<file path="src/rtl/crypt_round_engine.sv">
// crypt_round_engine: iterative 19-bit keyed bit-permutation cipher.
// One round per cycle, valid/ready in and out, handshake counter.
module crypt_round_engine #(
   parameter logic [18:0] KEY = 19'h732F2
) (
   input  logic        clk,
   input  logic        rst_n,
   input  logic        in_valid,
   output logic        in_ready,
   input  logic [18:0] input_data,
   input  logic        mode,
   input  logic [2:0]  rounds,
   output logic        out_valid,
   input  logic        out_ready,
   output logic [18:0] output_data,
   output logic        busy,
   output logic [15:0] word_count
);

   typedef enum logic [1:0] {
      IDLE,
      RUN,
      HOLD
   } state_t;

   state_t      state_q, state_d;
   logic [18:0] work_q, work_d;
   logic [18:0] out_q, out_d;
   logic [3:0]  cnt_q, cnt_d;
   logic        mode_q, mode_d;
   logic [15:0] wc_q, wc_d;
   logic [18:0] round_res;
   logic        accept;

   function automatic logic [18:0] dec_round(input logic [18:0] x);
      logic [18:0] t;
      logic [18:0] y;
      t = x ^ KEY;
      for (int i = 0; i < 19; i++) begin
         if (i % 2 == 0) y[i] = ~t[i];
         else            y[i] = t[18-i];
      end
      return y;
   endfunction

   function automatic logic [18:0] enc_round(input logic [18:0] y);
      logic [18:0] t;
      for (int i = 0; i < 19; i++) begin
         if (i % 2 == 0) t[i] = ~y[i];
         else            t[i] = y[18-i];
      end
      return t ^ KEY;
   endfunction

   assign in_ready    = (state_q == IDLE) ||
                        ((state_q == HOLD) && out_ready);
   assign out_valid   = (state_q == HOLD);
   assign busy        = (state_q != IDLE);
   assign output_data = out_q;
   assign word_count  = wc_q;
   assign accept      = in_valid && in_ready;
   assign round_res   = mode_q ? enc_round(work_q)
                               : dec_round(work_q);

   // Next-state: load on accept, iterate rounds, present and hand off.
   always_comb begin
      state_d = state_q;
      work_d  = work_q;
      out_d   = out_q;
      cnt_d   = cnt_q;
      mode_d  = mode_q;
      wc_d    = wc_q;
      case (state_q)
         IDLE: begin
            if (accept) begin
               work_d  = input_data;
               mode_d  = mode;
               cnt_d   = (rounds == 3'd0) ? 4'd8 : {1'b0, rounds};
               state_d = RUN;
            end
         end
         RUN: begin
            work_d = round_res;
            cnt_d  = cnt_q - 4'd1;
            if (cnt_q == 4'd1) begin
               out_d   = round_res;
               state_d = HOLD;
            end
         end
         HOLD: begin
            if (out_ready) begin
               wc_d = wc_q + 16'd1;
               if (in_valid) begin
                  work_d  = input_data;
                  mode_d  = mode;
                  cnt_d   = (rounds == 3'd0) ? 4'd8 : {1'b0, rounds};
                  state_d = RUN;
               end else begin
                  state_d = IDLE;
               end
            end
         end
         default: state_d = IDLE;
      endcase
   end

   // State and datapath registers with synchronous active-low reset.
   always_ff @(posedge clk) begin
      if (!rst_n) begin
         state_q <= IDLE;
         work_q  <= '0;
         out_q   <= '0;
         cnt_q   <= '0;
         mode_q  <= 1'b0;
         wc_q    <= '0;
      end else begin
         state_q <= state_d;
         work_q  <= work_d;
         out_q   <= out_d;
         cnt_q   <= cnt_d;
         mode_q  <= mode_d;
         wc_q    <= wc_d;
      end
   end

endmodule

</file>
<file path="config.mk">
export PLATFORM = sky130hd
export DESIGN_NAME = crypt_round_engine
export DESIGN_NICKNAME = d
export VERILOG_FILES = /design/src/rtl/crypt_round_engine.sv
export SDC_FILE = /design/constraint.sdc
export NUM_CORES = 1
export LEC_CHECK = 0
export ABC_AREA = 1
export CORE_ASPECT_RATIO = 1.75
export CORE_MARGIN = 3
export CORE_UTILIZATION = 35
export CTS_BUF_LIST = sky130_fd_sc_hd__clkbuf_16
export CTS_CLUSTER_DIAMETER = 150
export DETAILED_ROUTE_END_ITERATION = 12
export HOLD_SLACK_MARGIN = 0.15
export PLACE_DENSITY = 0.71
export SYNTH_ARGS = -nofsm -noshare
export SYNTH_HDL_FRONTEND = slang
export SYNTH_SLANG_ARGS = --single-unit
</file>
<file path="constraint.sdc">
create_clock -name clk -period 1.3 [get_ports clk]
set_clock_uncertainty 0.05 [all_clocks]
set_input_delay 0.26 -clock clk [delete_from_list [all_inputs] [get_ports clk]]
set_output_delay 0.26 -clock clk [all_outputs]
set_load 0.02 [all_outputs]
</file>
Word-level counts from Yosys, hierarchy flattened
Index checks and enable logic that the tools add are counted.

Input bits: 27. Word-level logic and storage cells: 64. Register bits: 61. Output and inout port bits: 38.

Multiplexer cells: 19. Eq/ne operators: 7. Bitwise logic cells: 17. Reduce and logical (&&, ||, !) cells: 13. $add $sub $neg: 2.

Operators with widths (count): $mux W19 (4); $pmux W19 S3 (1); $not A11 Y11 (2); $add A16 B1 Y16 const B (1); $mux W4 (4); $not A1 Y1 (15); $pmux W4 S3 (1); $reduce_and A4 Y1 (2); $mux W2 (3); $ne A2 B2 Y1 const B (3); $pmux W2 S3 (1); $eq A4 B1 Y1 const B (1); $mux W1 (4); $reduce_and A2 Y1 (2); $reduce_bool A2 Y1 (2); $sub A4 B1 Y4 const B (1); $logic_not A3 Y1 (1); $reduce_and A3 Y1 (1); $reduce_bool A3 Y1 (1); $eq A2 B1 Y1 const B (1); $eq A2 B2 Y1 const B (1); $logic_and A1 B1 Y1 (2); $logic_not A2 Y1 (1); $ne A2 B1 Y1 const B (1); other kinds (2) (2).

Logic depth before layout (Yosys ltp)
Gate-level depths: netlist (run 1).

Depth after elaboration: 6. Gate-level depth with buffers: 9. Depth with buffers taken out: 8.

Least setup slack after synthesis (run 1)
OpenSTA, ideal clock, no wires.

Path type: register to register. From: register wc_q[0], in the netlist word_count[0]. To: register wc_q[12], in the netlist word_count[12]. Stages on the path, launching flop included: 7. Library setup time: 0.117 ns. Slack: -0.125 ns. Arrival: 1.258 ns. Buffers on the path: 0. Data required time: 1.133 ns. Clock period less this slack: 1.425 ns. Cells stage by stage: dfxtp_1 ha_1 nand3_1 nor2_4 nand3_2 o21ai_0 nor2_1.

Longest elaborated chain between the ends: 1.

RTL lines: from (decl) (RTL line 31) `logic [15:0] wc_q, wc_d;`; from (signal assigned) (RTL line 122) `wc_q <= wc_d;`; $add A16 B1 Y16 (RTL line 92) `wc_d = wc_q + 16'd1;`.

No other way between the ends. A chain may end at the register's enable or synchronous reset.

Final worst setup path (run 1)
From: register state_q[0]. To: register work_q[1].

Longest elaborated chain between the ends: 6.

RTL lines: from (decl) (RTL line 26) `state_t state_q, state_d;`; from (signal assigned) (RTL line 117) `state_q <= state_d;`; $eq A2 B2 Y1 (RTL line 56, 73); $logic_and A1 B1 Y1 (RTL line 56) `((state_q == HOLD) && out_ready);`; $logic_or A1 B1 Y1 (RTL line 55) `assign in_ready = (state_q == IDLE) ||`; $logic_and A1 B1 Y1 (RTL line 61) `assign accept = in_valid && in_ready;`; $ne A2 B2 Y1 (no line); $reduce_and A4 Y1 (no line); to (signal assigned) (RTL line 118) `work_q <= work_d;`; to (decl) (RTL line 27) `logic [18:0] work_q, work_d;`.

Several ways; a longest one is shown, not always the timed one.

==> flow_summary_export.csv, run 1 <==
group,metric,value,unit
outcome,status,"complete, but fails checks",
outcome,violations,"setup timing",
global_route,grt_pass1_vias,2860,
timing,hold_violations,0,
min_path,hold_depth,2,
routing,via_per_inst,5.01,
worst_setup_path,critPathLaunchType,"register",
global_route,grt_max_degree,39,
floorplan,pin_count,65,
routing,dr.pass1.iters,4,
timing,fin_crit,1.41,ns
timing,max_slew_margin,80.8,%
min_path,hold_path_end,"output_data[6]",
routing,antenna_left,0,
timing,slew_viol_final,0,
cts,htree_levels,3,
cts,root_buffer,"clkbuf_16",
synthesis,syn_avg_cell_area,8.04,um^2
floorplan,rows,42,
min_path,min_from,"output_data[6]",
global_route,globalRouteTotalUtil,17.9,%
synthesis,netlist_area,2800,um^2
power,peakVddDrop,0.000760,V
placement,io_buffer_count,64,
cts,path_clk_slew,0.05,ns
synthesis,syn-num-nets,378,
synthesis,yosysSeqAreaShare,43.7,%
flow_run,maxCapViolations,0,
timing,max_freq,707,MHz
cts,tritoncts,"done",
timing,whs,0.433,ns
layout,mostFrequentLayoutCells,"53 x dfxtp_1, 47 x nor2_1, 46 x nand2_1",
synthesis,synth_top_area_share,43.7,%
worst_setup_path,r2r-start,"state_q[0]",
timing,layout_setup_ws,-0.114,ns
synthesis,yosys_warnings,0,
synthesis,synth-main-ff-cell,"dfxtp_1",
routing,drc,0,
layout,drive_gt1_share,47.2,%
layout,final_net_count,499,
layout,layout_commonest_cell,"dfxtp_1",
synthesis,ys_types,37,
routing,routed_wl,8210,um
worst_setup_path,r2r_cells,9,
global_route,globalRouteOverflowTotal,0,
global_route,grt_pass1_wl,12700,um
floorplan,die_w,73.6,um
cts,clockBufferDepth,2,
worst_setup_path,cp_max_fo,8,
worst_setup_path,reg2reg_to,"work_q[1]",
floorplan,initial_utilization,36.4,%
power,powerDensity,1150,nW/um^2
cts,clk_latency,0.32,ns
placement,hpwl,5140,um
floorplan,die_h,124,um
worst_setup_path,cp.required,1.46,ns
synthesis,ys_seq_elements,61,
worst_setup_path,critPathKind,"reg2reg",
synthesis,netlist_instances,348,
power,p_leak,1.88,nW
global_route,antenna_found_initial,0,
layout,n_antenna_cell,0,
floorplan,core,7670,um^2
routing,wl_per_cell,14.7,um
routing,first_iter_violations,86,
synthesis,synth.area.top_cells,"dfxtp_1 44%, nor2_1 9.4%, nand2_1 7.0%",
worst_setup_path,crit_arrival,1.58,ns
timing,rsz0062_at_grt,"yes",
worst_setup_path,r2r_setup_slack,-0.11,ns
synthesis,synthArstFlopShare,0,%
placement,place_congestion,0.798,
placement,pre_cts_slack,-0.525,ns
timing,finalSetupViolCount,41,
cts,cts_made_buffers,9,
synthesis,synth_edf_count,0,
worst_setup_path,end_kind,"register",
timing,period_share,109,%
min_path,worst_hold_path_type,"reg2reg",
timing,worstMarginPinSlew,0.286,ns
floorplan,dieArea,9140,um^2
synthesis,synth_area_leader_cell,"dfxtp_1",
cts,clkSinkCount,61,
routing,num_vias,2804,
layout,syn2layout_area_growth,67.6,%
## flip-flops by register name, summed over array words and instances, names as in the netlist
signal       count
output_data     19
state_q          2
word_count      16
work_q          19
mode_q           1
cnt_q            4
## synth_stat cells, types with 2 or more instances
master    count
nand3_1       8
inv_1        20
nor2_2       12
a211oi_2     12
o21bai_1      2
inv_2         3
buf_6         5
clkbuf_1      4
o21ai_0      26
nand2_2       2
nor3_1        3
nand2_4       2
o21ai_1      14
xor2_1        4
nor2_1       70
buf_12        2
nand4_1       4
dfxtp_1      61
a211oi_1      2
buf_2         2
nand2_1      52
nor2_4        3
ha_1          3
a21oi_1      17
nor3_2        3
## cell families (layout without fill, tap and decap cells)
kind of cell               Yosys count  after routing  synth area share [%]
DFF                                 61             61                  43.7
AOI/OAI and AO/OA                   74             74                  16.9
xor gates and xnor gates             5              5                  1.57
and+or+nand+nor                    165            166                  28.1
adders and majority gates            3              3                  1.34
buffers and inverters               40            163                  8.37
## worst max-delay path by stage
stage                        from              to  slack [ns]
global placement        out_ready        in_ready       -0.53
CTS                    state_q[0]       work_q[1]       -0.11
global route           state_q[0]       work_q[9]       -0.18
floorplan           word_count[4]  word_count[11]       0.006
detailed placement      out_ready        in_ready       -0.52
finish                 state_q[0]       work_q[1]       -0.11
## report_power, final
part | total [mW] | internal (mW) | switching, mW
Clock | 2.02 | 1.24 | 0.783
Sequential | 2.13 | 1.99 | 0.141
Combinational | 1.23 | 0.617 | 0.611
Total | 5.38 | 3.85 | 1.53
## repair_timing
action	CTS	global route
gates resized for setup	191	82
hold buffers	0	0
setup endpoints to repair	92	77
gates cloned	4	1
setup buffers	14	7
pin swaps	23	24
## routing by layer
layer / GRT usage [%] / share of wire [%]
met5: 0 / 0
met2: 32.3 / 55
met3: 3.88 / 4.1
met4: 10.0 / 3.4
met1: 18.0 / 37
## through the flow
stage	utilization, %	cell area, um^2	TNS [ns]	total power [mW]	std cells
after floorplan	-	2800	0	2.61	348
after global placement	49.5	3800	-16.46	2.92	524
after detailed placement	49.5	3800	-17.22	2.95	524
after CTS	59.3	4550	-2.16	5.26	553
after global routing	61.1	4690	-5.76	5.60	560
final	61.1	4690	-2.42	5.38	560
## worst max-delay path, cell delays in order, from the launching register on
cell	delay [ns]
dfxtp_2	0.33
buf_6	0.11
nor2_4	0.09
buf_6	0.11
nand2_4	0.06
nand2_8	0.10
nand2_8	0.10
buf_12	0.16
o21ai_2	0.14
a21oi_2	0.04
## area by class of cell
| cell class | instances | area (um^2) |
|---|---|---|
| sequential | 61 | 1240 |
| clock inverter | 5 | 21.3 |
| multi-input combinational | 248 | 1760 |
| timing repair inverter | 1 | 8.76 |
| clock buffer | 9 | 225 |
| inverter | 25 | 128 |
| fill | 635 | 2990 |
| tap | 88 | 110 |
| timing repair buffer | 123 | 1190 |
(Power assumes the default switching activity.)
==> run 2: changes to the inputs <==
--- a/config.mk
+++ b/config.mk
@@ -10,7 +10,7 @@
 export CORE_MARGIN = 3
 export CORE_UTILIZATION = 35
 export CTS_BUF_LIST = sky130_fd_sc_hd__clkbuf_16
-export CTS_CLUSTER_DIAMETER = 150
+export CTS_CLUSTER_DIAMETER = 80
 export DETAILED_ROUTE_END_ITERATION = 12
 export HOLD_SLACK_MARGIN = 0.15
 export PLACE_DENSITY = 0.71
==> results of run 2 <==
The final DEF is identical to that of run 1; final timing and power are the same.
